==> config.mk <==
export PLATFORM = sky130hd
export DESIGN_NAME = id_ex_stage_reg
export DESIGN_NICKNAME = d
export VERILOG_FILES = /design/src/rtl/id_ex_stage_reg.sv
export SDC_FILE = /design/constraint.sdc
export NUM_CORES = 1
export LEC_CHECK = 0
export BUFFER_PORTS_ARGS = -buffer_cell sky130_fd_sc_hd__buf_2
export CAP_MARGIN = 0
export CORE_AREA = 2 2 128 130
export DETAILED_ROUTE_END_ITERATION = 10
export DIE_AREA = 0 0 130 132
export PLACE_DENSITY = 0.79
export SYNTH_ARGS = -nofsm -noshare
export SYNTH_HDL_FRONTEND = slang
export SYNTH_SLANG_ARGS = --single-unit
==> constraint.sdc <==
create_clock -name clk -period 2.35 [get_ports clk]
set_clock_uncertainty 0.05 [all_clocks]
set_input_delay 0.1175 -clock clk [delete_from_list [all_inputs] [get_ports clk]]
set_output_delay 0.1175 -clock clk [all_outputs]
set_load 0.01 [all_outputs]
==> src/rtl/id_ex_stage_reg.sv <==
`default_nettype none
// ============================================================================
// Module   : id_ex_stage_reg
// Purpose  : ID/EX pipeline register with valid bit, hold, flush, load-use
//            bubble insertion and a saturating bubble counter.
// Revision : 1.0
// ============================================================================
module id_ex_stage_reg #(
    parameter int DATA_W      = 32,
    parameter int REG_W       = 5,
    parameter int CTRL_W      = 10,
    parameter int MEMREAD_BIT = 2,
    parameter int CNT_W       = 16
) (
    input  logic              clk,
    input  logic              rst,
    input  logic              valid_in,
    input  logic [CTRL_W-1:0] ctrl_in,
    input  logic              uses_rt_in,
    input  logic [DATA_W-1:0] next_pc_in,
    input  logic [DATA_W-1:0] read_data1_in,
    input  logic [DATA_W-1:0] read_data2_in,
    input  logic [DATA_W-1:0] sign_ext_in,
    input  logic [REG_W-1:0]  rs_in,
    input  logic [REG_W-1:0]  rt_in,
    input  logic [REG_W-1:0]  rd_in,
    input  logic              hold,
    input  logic              flush,
    output logic              valid_out,
    output logic [CTRL_W-1:0] ctrl_out,
    output logic [DATA_W-1:0] next_pc_out,
    output logic [DATA_W-1:0] read_data1_out,
    output logic [DATA_W-1:0] read_data2_out,
    output logic [DATA_W-1:0] sign_ext_out,
    output logic [REG_W-1:0]  rs_out,
    output logic [REG_W-1:0]  rt_out,
    output logic [REG_W-1:0]  rd_out,
    output logic              hazard,
    output logic              stall_id,
    output logic [CNT_W-1:0]  bubble_count
);

    localparam logic [CNT_W-1:0] c_CNT_MAX = '1;

    logic              r_valid;
    logic [CTRL_W-1:0] r_ctrl;
    logic [DATA_W-1:0] r_next_pc;
    logic [DATA_W-1:0] r_rd1;
    logic [DATA_W-1:0] r_rd2;
    logic [DATA_W-1:0] r_sext;
    logic [REG_W-1:0]  r_rs;
    logic [REG_W-1:0]  r_rt;
    logic [REG_W-1:0]  r_rd;
    logic [CNT_W-1:0]  r_bubbles;

    logic w_hazard;
    logic w_rt_match;

    // A load in EX whose destination ($rt, never $zero) feeds the ID instruction.
    assign w_rt_match = (r_rt == rs_in) | (uses_rt_in & (r_rt == rt_in));
    assign w_hazard   = r_valid & r_ctrl[MEMREAD_BIT] & (r_rt != '0) & valid_in & w_rt_match;

    always_ff @(posedge clk) begin
        if (rst) begin
            r_valid   <= 1'b0;
            r_ctrl    <= '0;
            r_next_pc <= '0;
            r_rd1     <= '0;
            r_rd2     <= '0;
            r_sext    <= '0;
            r_rs      <= '0;
            r_rt      <= '0;
            r_rd      <= '0;
            r_bubbles <= '0;
        end else if (flush) begin
            r_valid <= 1'b0;
            r_ctrl  <= '0;
        end else if (hold) begin
            r_valid <= r_valid;
        end else if (w_hazard) begin
            // Bubble: payload is left stale; zero control keeps it harmless.
            r_valid <= 1'b0;
            r_ctrl  <= '0;
            if (r_bubbles != c_CNT_MAX) begin
                r_bubbles <= r_bubbles + 1'b1;
            end
        end else begin
            r_valid   <= valid_in;
            r_ctrl    <= valid_in ? ctrl_in : '0;
            r_next_pc <= next_pc_in;
            r_rd1     <= read_data1_in;
            r_rd2     <= read_data2_in;
            r_sext    <= sign_ext_in;
            r_rs      <= rs_in;
            r_rt      <= rt_in;
            r_rd      <= rd_in;
        end
    end

    assign valid_out      = r_valid;
    assign ctrl_out       = r_ctrl;
    assign next_pc_out    = r_next_pc;
    assign read_data1_out = r_rd1;
    assign read_data2_out = r_rd2;
    assign sign_ext_out   = r_sext;
    assign rs_out         = r_rs;
    assign rt_out         = r_rt;
    assign rd_out         = r_rd;
    assign hazard         = w_hazard;
    assign stall_id       = w_hazard | hold;
    assign bubble_count   = r_bubbles;

endmodule
`default_nettype wire

==> run summary, run 1 <==
share of post-route cells with drive strength above 1 = 31.3%
die span in x = 130 µm
part of the total power dissipated in the clock network = 40.8%
Die Footprint = 17,200 µm²
share of power burned in registers = 45.6%
worst hold path stage count = 2
portion of the post-synthesis area used by sequential elements = 54.8%
power density over the cells = 654 nW/µm²
reg-to-reg startpoint = rt_out[2]$_SDFFE_PP0P_
CTS buffer count = 17
final worst path period share = 95.2%
final antenna-violating net count = 0
pin count of the biggest net entering global routing = 78
number of antenna violations at the first check in global routing = 1
Post-Syn Area = 6210 µm²
endpoint class of the critical path = flop
gr ovfl total = 0
final worst path period need = 2240 ps
share of total power consumed by net switching = 25.3%
TritonCTS clock tree = yes
part of the total power dissipated in combinational logic = 13.6%
post-synthesis average cell area = 8.12 µm²
standard cell core area = 15,700 µm²
RSZ-0062 raised after global routing = true
dpl cell area = 8110 µm²
buffer count from post-CTS setup fixing = 0
run status = finished, final reports clean
Pre-antenna DRT Iters = 5
total power after layout = 6.71 mW
endpoint required time on the critical path = 2620 ps
clock transition at the registers of the reported paths = 70 ps
number of standard-cell rows in the floorplan = 46
I/O pin count = 331
average vias per placed instance = 5.00
critical register-to-register path endpoint = sign_ext_out[11]$_SDFFE_PP0P_
start point of the worst min-delay path = rst
count of state elements after synthesis = 170
Max Buffers Root-to-Sink = 2
wire length of the first global-routing pass = 35.4 mm
final hold violation count = 0
Rel. slew slack = 24.8%
total detailed-routing wirelength = 23.6 mm
Worst Hold Path EP = bubble_count[2]$_SDFFE_PP0P_
number of maximum-capacitance constraint violations = 0
share of the core filled with cells in the final layout = 65.3%
Layout Area Growth over Synthesis = 65.3%
Worst Setup Start Kind = flop
worst reg2reg path depth = 7
final weighted congestion in routability-driven placement = 0.813
starting utilization of the core area = 39.5%
internal power contribution = 5.01 mW
dominant synthesized flop cell = dfxtp_1
Port-buffer cells = 330
post-route standard cell area excluding fillers = 10,300 µm²
switching pwr = 1.70 mW
Slew Limit Fails = 0
FMAX = 447 MHz
via count of the first global-routing pass = 7,090
peak supply drop = 0.421 mV
post-detailed-placement half-perimeter wirelength = 13.0 mm
classification of the worst setup path = reg2reg
cells after synthesis = 764
final routed DRC violation total = 0
clock network latency to the later pin of the worst-skew pair = 410 ps
Chip Height = 132 µm
ys async rst share = 0%
H-tree lvl count = 4
flop2flop setup slack = 110 ps
# clock sinks = 170
detail-routed net length per standard cell = 16.1 µm
number of enable flip-flop cells after synthesis = 0
maximum fanout along the worst path = 24
drt initial violations = 519
Ys Warns = 0
master cell of the clock root buffer = clkbuf_16
Syn Nets = 924
data arrival time of the critical path = 2510 ps
number of distinct library cells after synthesis = 38
Vias = 7,313
number of nets in the finished design = 1,391
pin slew with the least headroom to its limit = 1130 ps
type of the most critical hold path = in2reg
setup violation total in the final timing report = 0
total global-route track usage = 26.0%
leakage power figure = 4.69 nW
## cells in the final DEF, fill, tap and decap left out, types with 2 or more instances in the layout
| master | n |
|---|---|
| or4_1 | 5 |
| nor2b_1 | 8 |
| clkinvlp_4 | 4 |
| xor2_1 | 3 |
| nand4_1 | 6 |
| o21ai_0 | 7 |
| nor2_1 | 11 |
| clkinv_4 | 2 |
| buf_4 | 11 |
| inv_6 | 3 |
| a21oi_1 | 147 |
| nand3_1 | 6 |
| buf_2 | 329 |
| a32o_1 | 10 |
| clkinv_2 | 2 |
| clkbuf_8 | 3 |
| nor3_1 | 4 |
| inv_1 | 2 |
| clkbuf_16 | 17 |
| mux2_1 | 3 |
| dlygate4sd3_1 | 153 |
| buf_12 | 7 |
| xnor2_1 | 11 |
| nand2_1 | 296 |
| dfxtp_1 | 170 |
| or3_1 | 4 |
| diode_2 | 2 |
## sequential cells by signal (all words and copies together), names as in the netlist
register / count
next_pc_out: 32
read_data1_out: 32
read_data2_out: 32
sign_ext_out: 32
bubble_count: 16
ctrl_out: 10
rd_out: 5
rs_out: 5
rt_out: 5
valid_out: 1
## through the flow
| stage | hold slack [ps] | setup TNS [ps] | worst slack, ps | instances |
|---|---|---|---|---|
| 3_5_place_dp | 310 | 0 | 112 | 1274 |
| 3_3_place_gp | 307 | 0 | 251 | 1274 |
| 5_1_grt | 49.4 | -0.0548 | -0.0548 | 1460 |
| 4_1_cts | 34.0 | 0 | 76.5 | 1459 |
| 6_report | 58.4 | 0 | 114 | 1462 |
| 2_1_floorplan | 203 | 0 | 389 | 764 |
## power groups by stage
stage	logic (mW)	clock network, mW	registers, mW
after floorplan	0.268	0	3.18
after global placement	0.658	0	3.11
after detailed placement	0.666	0	3.12
after CTS	0.867	2.80	3.05
after global routing	0.976	2.92	3.07
final	0.911	2.74	3.06
## cells by family after synthesis
group,Yosys count,synth area share (%)
xor gates and xnor gates,14,1.98
DFF,170,54.8
adders and majority gates,1,0.202
AOI/OAI and AO/OA,171,15.0
muxes,4,0.705
and+or+nand+nor,349,23.0
buffers and inverters,55,4.25
## worst max-delay path: stages (launching register included)
cell	delay, ps
dfxtp_1	430
xnor2_1	160
nand3_1	170
o22ai_4	390
a211o_4	310
buf_4	300
nand2_1	110
a21oi_1	210
## synthesized netlist by cell type, types with 2 or more instances
master	n	share of area (%)
a21oi_1	147	12
nor2_1	11	0.67
or3_1	4	0.40
nand2_1	296	18
a32o_1	10	1.6
clkbuf_1	22	1.3
nor2b_1	8	0.81
buf_2	16	1.3
nor3_1	4	0.32
nand4_2	2	0.40
xnor2_1	11	1.6
o21ai_0	7	0.56
inv_1	2	0.12
nand4_1	6	0.60
dfxtp_1	170	55
nand3_1	6	0.48
xor2_1	3	0.42
buf_1	6	0.36
buf_4	8	0.97
mux2_1	3	0.54
or4_1	5	0.60
## timing repair
item | 4_1_cts | 5_1_grt
hold endpoints to repair | 153 | 0
gates resized for setup | 0 | 3
setup endpoints to repair | 0 | 47
hold buffers | 153 | 0
## routing by layer
layer	up-vias	wire (µm)	global-route usage (%)
met4	2	966	13.9
met5	-	13	0
met2	403	11800	45.1
met1	3377	8760	27.8
met3	76	2070	8.24
li1	3455	-	-
## how the worst max path moves through the flow
stage	slack, ps	start	depth (start not counted)	endpoint
final	110	rt_out[2]$_SDFFE_PP0P_	7	sign_ext_out[11]$_SDFFE_PP0P_
after global routing	-0.05	rt_out[3]$_SDFFE_PP0P_	7	sign_ext_out[11]$_SDFFE_PP0P_
after CTS	80	rt_out[2]$_SDFFE_PP0P_	6	bubble_count[15]$_SDFFE_PP0P_
after detailed placement	110	rt_out[2]$_SDFFE_PP0P_	6	bubble_count[15]$_SDFFE_PP0P_
after global placement	250	rt_out[4]$_SDFFE_PP0P_	6	bubble_count[15]$_SDFFE_PP0P_
after floorplan	390	bubble_count[0]$_SDFFE_PP0P_	7	bubble_count[15]$_SDFFE_PP0P_
## cell type report
| class | count | area, µm² |
|---|---|---|
| diodes | 2 | 5.00 |
| repair buffers | 500 | 3400 |
| multi-input cells | 540 | 2590 |
| fillers | 1190 | 5450 |
| flip-flops and latches | 170 | 3400 |
| well taps | 216 | 270 |
| inverters | 2 | 7.51 |
| clock buffers | 20 | 467 |
| clock inverters | 12 | 114 |
No activity file was read; power rests on OpenSTA's default activity.
==> run 2, diff against run 1 <==
- ABC_AREA: not set -> 1
- CORE_AREA: 2 2 128 130 -> not set
- CORE_UTILIZATION: not set -> 40
- DIE_AREA: 0 0 130 132 -> not set
- PLACE_DENSITY: 0.79 -> 0.77
==> run 2 against run 1 <==
Effect of this change:
- area after synthesis is 13% higher
- global-route usage increased by 0.54 points
- utilization is 2.4 points lower
- hold slack lost 25 ps
- largest cell class unchanged
==> run summary, run 2 <==
share of the core filled with cells in the final layout = 62.8% (-2.4 points)
share of post-route cells with drive strength above 1 = 27.9% (-3.3 points)
Max Buffers Root-to-Sink = 2 (unchanged)
data arrival time of the critical path = 2030 ps (-480 ps)
Die Footprint = 18,100 µm² (+5.6%)
RSZ-0062 raised after global routing = false
Worst Setup Start Kind = flop
drt initial violations = 617 (+19%)
number of maximum-capacitance constraint violations = 0 (unchanged)
Slew Limit Fails = 0 (unchanged)
pin count of the biggest net entering global routing = 141 (+81%)
ys async rst share = 0% (unchanged)
endpoint required time on the critical path = 2180 ps (-440 ps)
cell seen most often among critical-path stages = nand2_1
H-tree lvl count = 4 (unchanged)
number of enable flip-flop cells after synthesis = 0 (unchanged)
starting utilization of the core area = 40.8% (+1.3 points)
total of cells resized after clock tree synthesis = 0 (unchanged)
die span in x = 135 µm (+3.5%)
Chip Height = 135 µm (+2.0%)
commonest cells after routing, fill and taps aside = buf_2, nand2_1, dfxtp_1, nand4_1, dlygate4sd3_1
portion of the post-synthesis area used by sequential elements = 48.4% (-6.4 points)
combined buffer and inverter count along the critical path = 2 (+1)
leakage power figure = 4.95 nW (+5.5%)
clock transition at the registers of the reported paths = 70 ps (about the same)
cell with the biggest individual delay on the critical path = dfxtp_1
Syn Nets = 1,086 (+18%)
average vias per placed instance = 5.37 (+7.4%)
tightest hold margin = 33.3 ps (-25.2 ps)
type of the most critical hold path = in2reg
Ys Warns = 0 (unchanged)
number of distinct library cells after synthesis = 24 (-37%)
flop2flop setup slack = 320 ps (+210 ps)
standard cell core area = 17,200 µm² (+9.7%)
dominant synthesized flop cell = dfxtp_1
CTS buffer count = 17 (unchanged)
post-synthesis average cell area = 7.60 µm² (-6.5%)
cells after synthesis = 926 (+21%)
Worst Hold Path EP = ctrl_out[4]$_SDFFE_PP0N_
endpoint class of the critical path = output port
worst reg2reg path depth = 11 (+4)
classification of the worst setup path = reg2out
post-synth top area cell = dfxtp_1
count of inserted antenna diode cells = 0 (-2)
total power after layout = 6.77 mW (+0.92%)
critical register-to-register path endpoint = bubble_count[5]$_SDFFE_PP0P_
gr ovfl total = 0 (unchanged)
Rel. slew slack = 45.5% (+21 points)
clock network latency to the later pin of the worst-skew pair = 420 ps (about the same)
final worst path period need = 2200 ps (-37.4 ps)
final setup TNS = 0 ps (unchanged)
most common library cell in the layout ignoring fill and taps = buf_2
start point of the worst min-delay path = hold
maximum fanout along the worst path = 95 (+300%)
I/O pin count = 331 (unchanged)
via count of the first global-routing pass = 7,883 (+11%)
number of nets in the finished design = 1,516 (+9.0%)
Post-Syn Area = 7030 µm² (+13%)
Cell Chain, Critical Path = nand2_1, nand2_1, nor2_1, nand3_1, nand2_2, nand2_4, buf_12, nand2_1, buf_2
detail-routed net length per standard cell = 15.8 µm (-2.2%)
power density over the cells = 625 nW/µm² (-4.4%)
number of antenna violations at the first check in global routing = 0 (-1)
Area contributors post-synth = dfxtp_1, nand4_1, nand2_1, a21oi_1, nor2_1
final worst path period share = 93.6% (-1.6 points)
final weighted congestion in routability-driven placement = 0.885 (+8.9%)
reg-to-reg startpoint = bubble_count[0]$_SDFFE_PP0P_
run status = finished, final reports clean
Layout Area Growth over Synthesis = 54.0%
fraction of post-synthesis cell area in the top cell type by area = 48.4% (-6.4 points)
Vias = 8,556 (+17%)
Port-buffer cells = 330 (unchanged)
number of standard-cell rows in the floorplan = 48 (+4.3%)
peak supply drop = 0.469 mV (+12%)
Pre-antenna DRT Iters = 5 (unchanged)
final hold violation count = 0 (unchanged)
# clock sinks = 170 (unchanged)
max incr delay on CP = 440 ps (about the same)
final antenna-violating net count = 0 (unchanged)
pin slew with the least headroom to its limit = 818 ps (-308 ps)
setup violation total in the final timing report = 0 (unchanged)
post-detailed-placement half-perimeter wirelength = 14.1 mm (+8.5%)
worst hold path stage count = 3 (+1)
Top delay family on crit path = simple AND/OR/NAND/NOR gates
TritonCTS clock tree = yes
count of state elements after synthesis = 170 (unchanged)
master cell of the clock root buffer = clkbuf_16
Post-synth top cells = nand2_1, dfxtp_1, nand4_1
final routed DRC violation total = 0 (unchanged)
total detailed-routing wirelength = 25.1 mm (+6.5%)
most frequently used cell type in the post-synthesis netlist = nand2_1
wire length of the first global-routing pass = 38.5 mm (+8.7%)
total global-route track usage = 26.5% (+0.54 points)
FMAX = 455 MHz (+1.7%)
==> run 2: changes by cell type in the layout (fill, tap and decap cells not counted), moves of 8 or more <==
cell and change:
a32o_1 -10, nor2b_1 -8, nand4_1 +150, nor2_1 +47, nand3_1 +8, nand2_1 -67, inv_1 +32, xnor2_1 -10
==> run 2: worst max path at each step <==
| stage | end | cells past startpoint | slack, ps | startpoint |
|---|---|---|---|---|
| 2_1_floorplan | bubble_count[8]$_SDFFE_PP0P_ | 11 | 540 | bubble_count[0]$_SDFFE_PP0P_ |
| 3_3_place_gp | bubble_count[0]$_SDFFE_PP0P_ | 10 | 400 | bubble_count[0]$_SDFFE_PP0P_ |
| 3_5_place_dp | bubble_count[13]$_SDFFE_PP0P_ | 10 | 280 | bubble_count[0]$_SDFFE_PP0P_ |
| 4_1_cts | stall_id | 9 | 140 | rt_out[0]$_SDFFE_PP0P_ |
| 5_1_grt | stall_id | 9 | 0.8 | rt_out[0]$_SDFFE_PP0P_ |
| 6_report | stall_id | 9 | 150 | rt_out[0]$_SDFFE_PP0P_ |
==> run 2: layout make-up <==
cell class | count | area, µm²
clock buffers | 20 | 437
clock inverters | 11 | 121
fillers | 1363 | 6400
inverters | 42 | 163
multi-input cells | 629 | 3040
flip-flops and latches | 170 | 3400
well taps | 225 | 282
repair buffers | 496 | 3380
==> run 2: power breakdown <==
| group | total (mW) | switching, mW | internal (mW) | leakage, nW |
|---|---|---|---|---|
| combinational | 0.969 | 0.496 | 0.473 | 3.29 |
| clock | 2.74 | 1.17 | 1.56 | 0.270 |
| sequential | 3.07 | 0.0661 | 3.00 | 1.39 |
==> run 2: repair_timing <==
action / in CTS / in global routing
buffers inserted: 0 / 1
endpoints found under the hold margin: 153 / 0
endpoints found under the setup margin: 0 / 1
hold buffers: 153 / 0
==> run 2: cell families (layout without fill, tap and decap cells) <==
family	count (synthesis)	count (layout)	share of synthesized area, %
fa+ha+maj	1	1	0.178
buf+inv	127	569	8.43
flops	170	170	48.4
simple gates	465	465	31.0
xor+xnor	6	6	0.747
compound gates	157	157	11.3
==> run 2: layer usage <==
metal	global-route usage (%)	part of all wire, %	vias to the layer above
li1	-	-	4040
met1	31.3	40	3928
met2	45.5	49	488
met3	5.78	7.3	100
met4	13.2	4.3	0
met5	0	0	-
==> run 2: metrics by stage <==
step	cells	cell area (µm²)	setup slack, ps
floorplan	926	7030	543
global placement	1408	8740	399
detailed placement	1408	8740	283
CTS	1592	10800	138
global route	1593	10800	0.805
finish	1593	10800	151
==> run 2: tightest hold or removal path: cells and delay by family <==
family,cells,cell delay [ps]
buffers and inverters,1,200
and+or+nand+nor,1,90
AOI/OAI and AO/OA,1,50
==> run 3, diff against run 2 <==
- CORE_ASPECT_RATIO: not set -> 0.8
- CORE_UTILIZATION: 40 -> 30
- PLACE_DENSITY: 0.77 -> 0.63
==> run 3 against run 2 <==
Effect of this change:
- count of clock-buffer cells in the layout is 2 lower
- flip-flop and latch count stayed put
- first-iteration DRC count is 10% higher
- combinational power hardly changed
- wire length is 5.7% higher
- critical path depth is 2 higher
- register-to-register slack worse by 180 ps
- setup slack worse by 11 ps
- utilization is 14 points lower
- power is 0.14% higher
- largest cell class is now non-clock buffers
==> run summary, run 3 (synthesized netlist as in run 2, its figures left out) <==
run status = finished, final reports clean
total global-route track usage = 21.1% (-5.4 points)
pin count of the biggest net entering global routing = 141 (unchanged)
starting utilization of the core area = 30.9% (-9.9 points)
Worst Setup Start Kind = flop
number of antenna violations at the first check in global routing = 0 (unchanged)
final worst path period share = 94.0% (+0.46 points)
Pre-antenna DRT Iters = 5 (unchanged)
TritonCTS clock tree = yes
count of inserted antenna diode cells = 0 (unchanged)
Max Buffers Root-to-Sink = 2 (unchanged)
leakage power figure = 5.01 nW (+1.2%)
die span in x = 173 µm (+29%)
number of maximum-capacitance constraint violations = 0 (unchanged)
total detailed-routing wirelength = 26.6 mm (+5.7%)
cell count after placement = 1,488 (+5.7%)
count of filler cells inserted in the layout = 2,204 (+62%)
Rel. slew slack = 51.0% (+5.5 points)
final routed DRC violation total = 0 (unchanged)
maximum fanout along the worst path = 44 (-54%)
wire length of the first global-routing pass = 41.7 mm (+8.4%)
number of standard-cell rows in the floorplan = 49 (+2.1%)
I/O pin count = 331 (unchanged)
average vias per placed instance = 4.94 (-8.0%)
share of the core filled with cells in the final layout = 48.7% (-14 points)
endpoint class of the critical path = flop
via count of the first global-routing pass = 7,933 (+0.63%)
type of the most critical hold path = in2reg
Die Footprint = 24,100 µm² (+33%)
final weighted congestion in routability-driven placement = 0.855 (-3.4%)
peak supply drop = 0.521 mV (+11%)
setup violation total in the final timing report = 0 (unchanged)
Port-buffer cells = 330 (unchanged)
commonest cells after routing, fill and taps aside = buf_2, nand2_1, dfxtp_1, nand4_1, dlygate4sd3_1
pin slew with the least headroom to its limit = 735 ps (-82.9 ps)
final antenna-violating net count = 0 (unchanged)
final hold violation count = 0 (unchanged)
most common library cell in the layout ignoring fill and taps = buf_2
# clock sinks = 170 (unchanged)
Slew Limit Fails = 0 (unchanged)
final setup TNS = 0 ps (unchanged)
clock network latency to the later pin of the worst-skew pair = 430 ps (about the same)
power density over the cells = 612 nW/µm² (-2.1%)
Chip Height = 139 µm (+3.2%)
endpoint required time on the critical path = 2590 ps (+410 ps)
FMAX = 453 MHz (-0.49%)
CTS buffer count = 17 (unchanged)
Vias = 8,319 (-2.8%)
drt initial violations = 681 (+10%)
master cell of the clock root buffer = clkbuf_16
Layout Area Growth over Synthesis = 57.6%
clock transition at the registers of the reported paths = 70 ps (about the same)
share of post-route cells with drive strength above 1 = 28.8% (+0.83 points)
number of standard cells in the final layout excluding fillers = 1,683 (+5.6%)
detail-routed net length per standard cell = 15.8 µm (about the same)
final worst path period need = 2210 ps (+10.8 ps)
data arrival time of the critical path = 2450 ps (+420 ps)
standard cell core area = 22,700 µm² (+32%)
total power after layout = 6.78 mW (+0.14%)
number of nets in the finished design = 1,524 (+0.53%)
H-tree lvl count = 4 (unchanged)
gr ovfl total = 0 (unchanged)
classification of the worst setup path = reg2reg
post-detailed-placement half-perimeter wirelength = 15.6 mm (+10%)
-- run 3: cell count changes in the layout (fill, tap and decap cells not counted), sizes merged --
cell and delta:
inv +8, buf +3, dlygate4sd3 +3, clkinv -3, bufinv -2
-- run 3: through the flow --
step | hold WS, ps | worst slack (ps) | cell area (µm²)
after detailed placement | 329 | 123 | 8820
after floorplan | 202 | 543 | 7030
after CTS | 0.0997 | 31.6 | 10900
after global routing | 21.0 | -1.56 | 11100
after global placement | 324 | 207 | 8820
final | 26.3 | 140 | 11100
-- run 3: path summary, 6_finish.rpt --
kind | start | end | slack, ps | depth (start not counted)
worst min register to register | next_pc_out[23]$_SDFFE_PP0P_ | next_pc_out[23]$_SDFFE_PP0P_ | 410 | 2
worst min-delay path | hold | ctrl_out[0]$_SDFFE_PP0N_ | 30 | 3
worst max-delay path | rt_out[2]$_SDFFE_PP0P_ | next_pc_out[31]$_SDFFE_PP0P_ | 140 | 11
worst max register to register | rt_out[2]$_SDFFE_PP0P_ | next_pc_out[31]$_SDFFE_PP0P_ | 140 | 11
-- run 3: area by class of cell --
| cell class | count | area [µm²] | share of cell area [%] |
|---|---|---|---|
| Tap cell | 306 | 383 | 3.45 |
| Inverter | 42 | 163 | 1.47 |
| Clock buffer | 18 | 439 | 3.96 |
| Timing Repair Buffer | 504 | 3500 | 31.6 |
| Sequential cell | 170 | 3410 | 30.7 |
| Clock inverter | 14 | 126 | 1.14 |
| Multi-Input combinational cell | 629 | 3070 | 27.7 |
-- run 3: per-layer routing --
metal  vias up  part of all wire, %  global-route usage, %  wire, µm
met1      3867                   44                   27.2     11700
met4         0                  2.1                   7.45       564
met5         -                    0                      0         0
met3        44                  6.9                   5.65      1830
met2       354                   47                   33.9     12500
li1       4054                    -                      -         -
-- run 3: repair_timing --
item / 4_1_cts / 5_1_grt
setup endpoints to repair: 0 / 15
setup buffers: 0 / 5
hold buffers: 156 / 0
resized for setup: 0 / 9
endpoints found under the hold margin: 153 / 0
-- run 3: power breakdown --
| part | total (mW) | switching [mW] | internal (mW) |
|---|---|---|---|
| clock | 2.75 | 1.31 | 1.43 |
| combinational | 0.970 | 0.493 | 0.477 |
| sequential | 3.06 | 0.0656 | 3.00 |
-- run 3: critical path, stage by stage, from the launching register on --
cell and delay (ps):
dfxtp_1 400, inv_2 70, nand2_1 60, nand2_1 50
nor2_1 120, nand3_1 140, nand2_4 150, nand2_8 110
buf_16 200, nand4_1 100, dlygate4sd3_1 550, a21oi_1 60
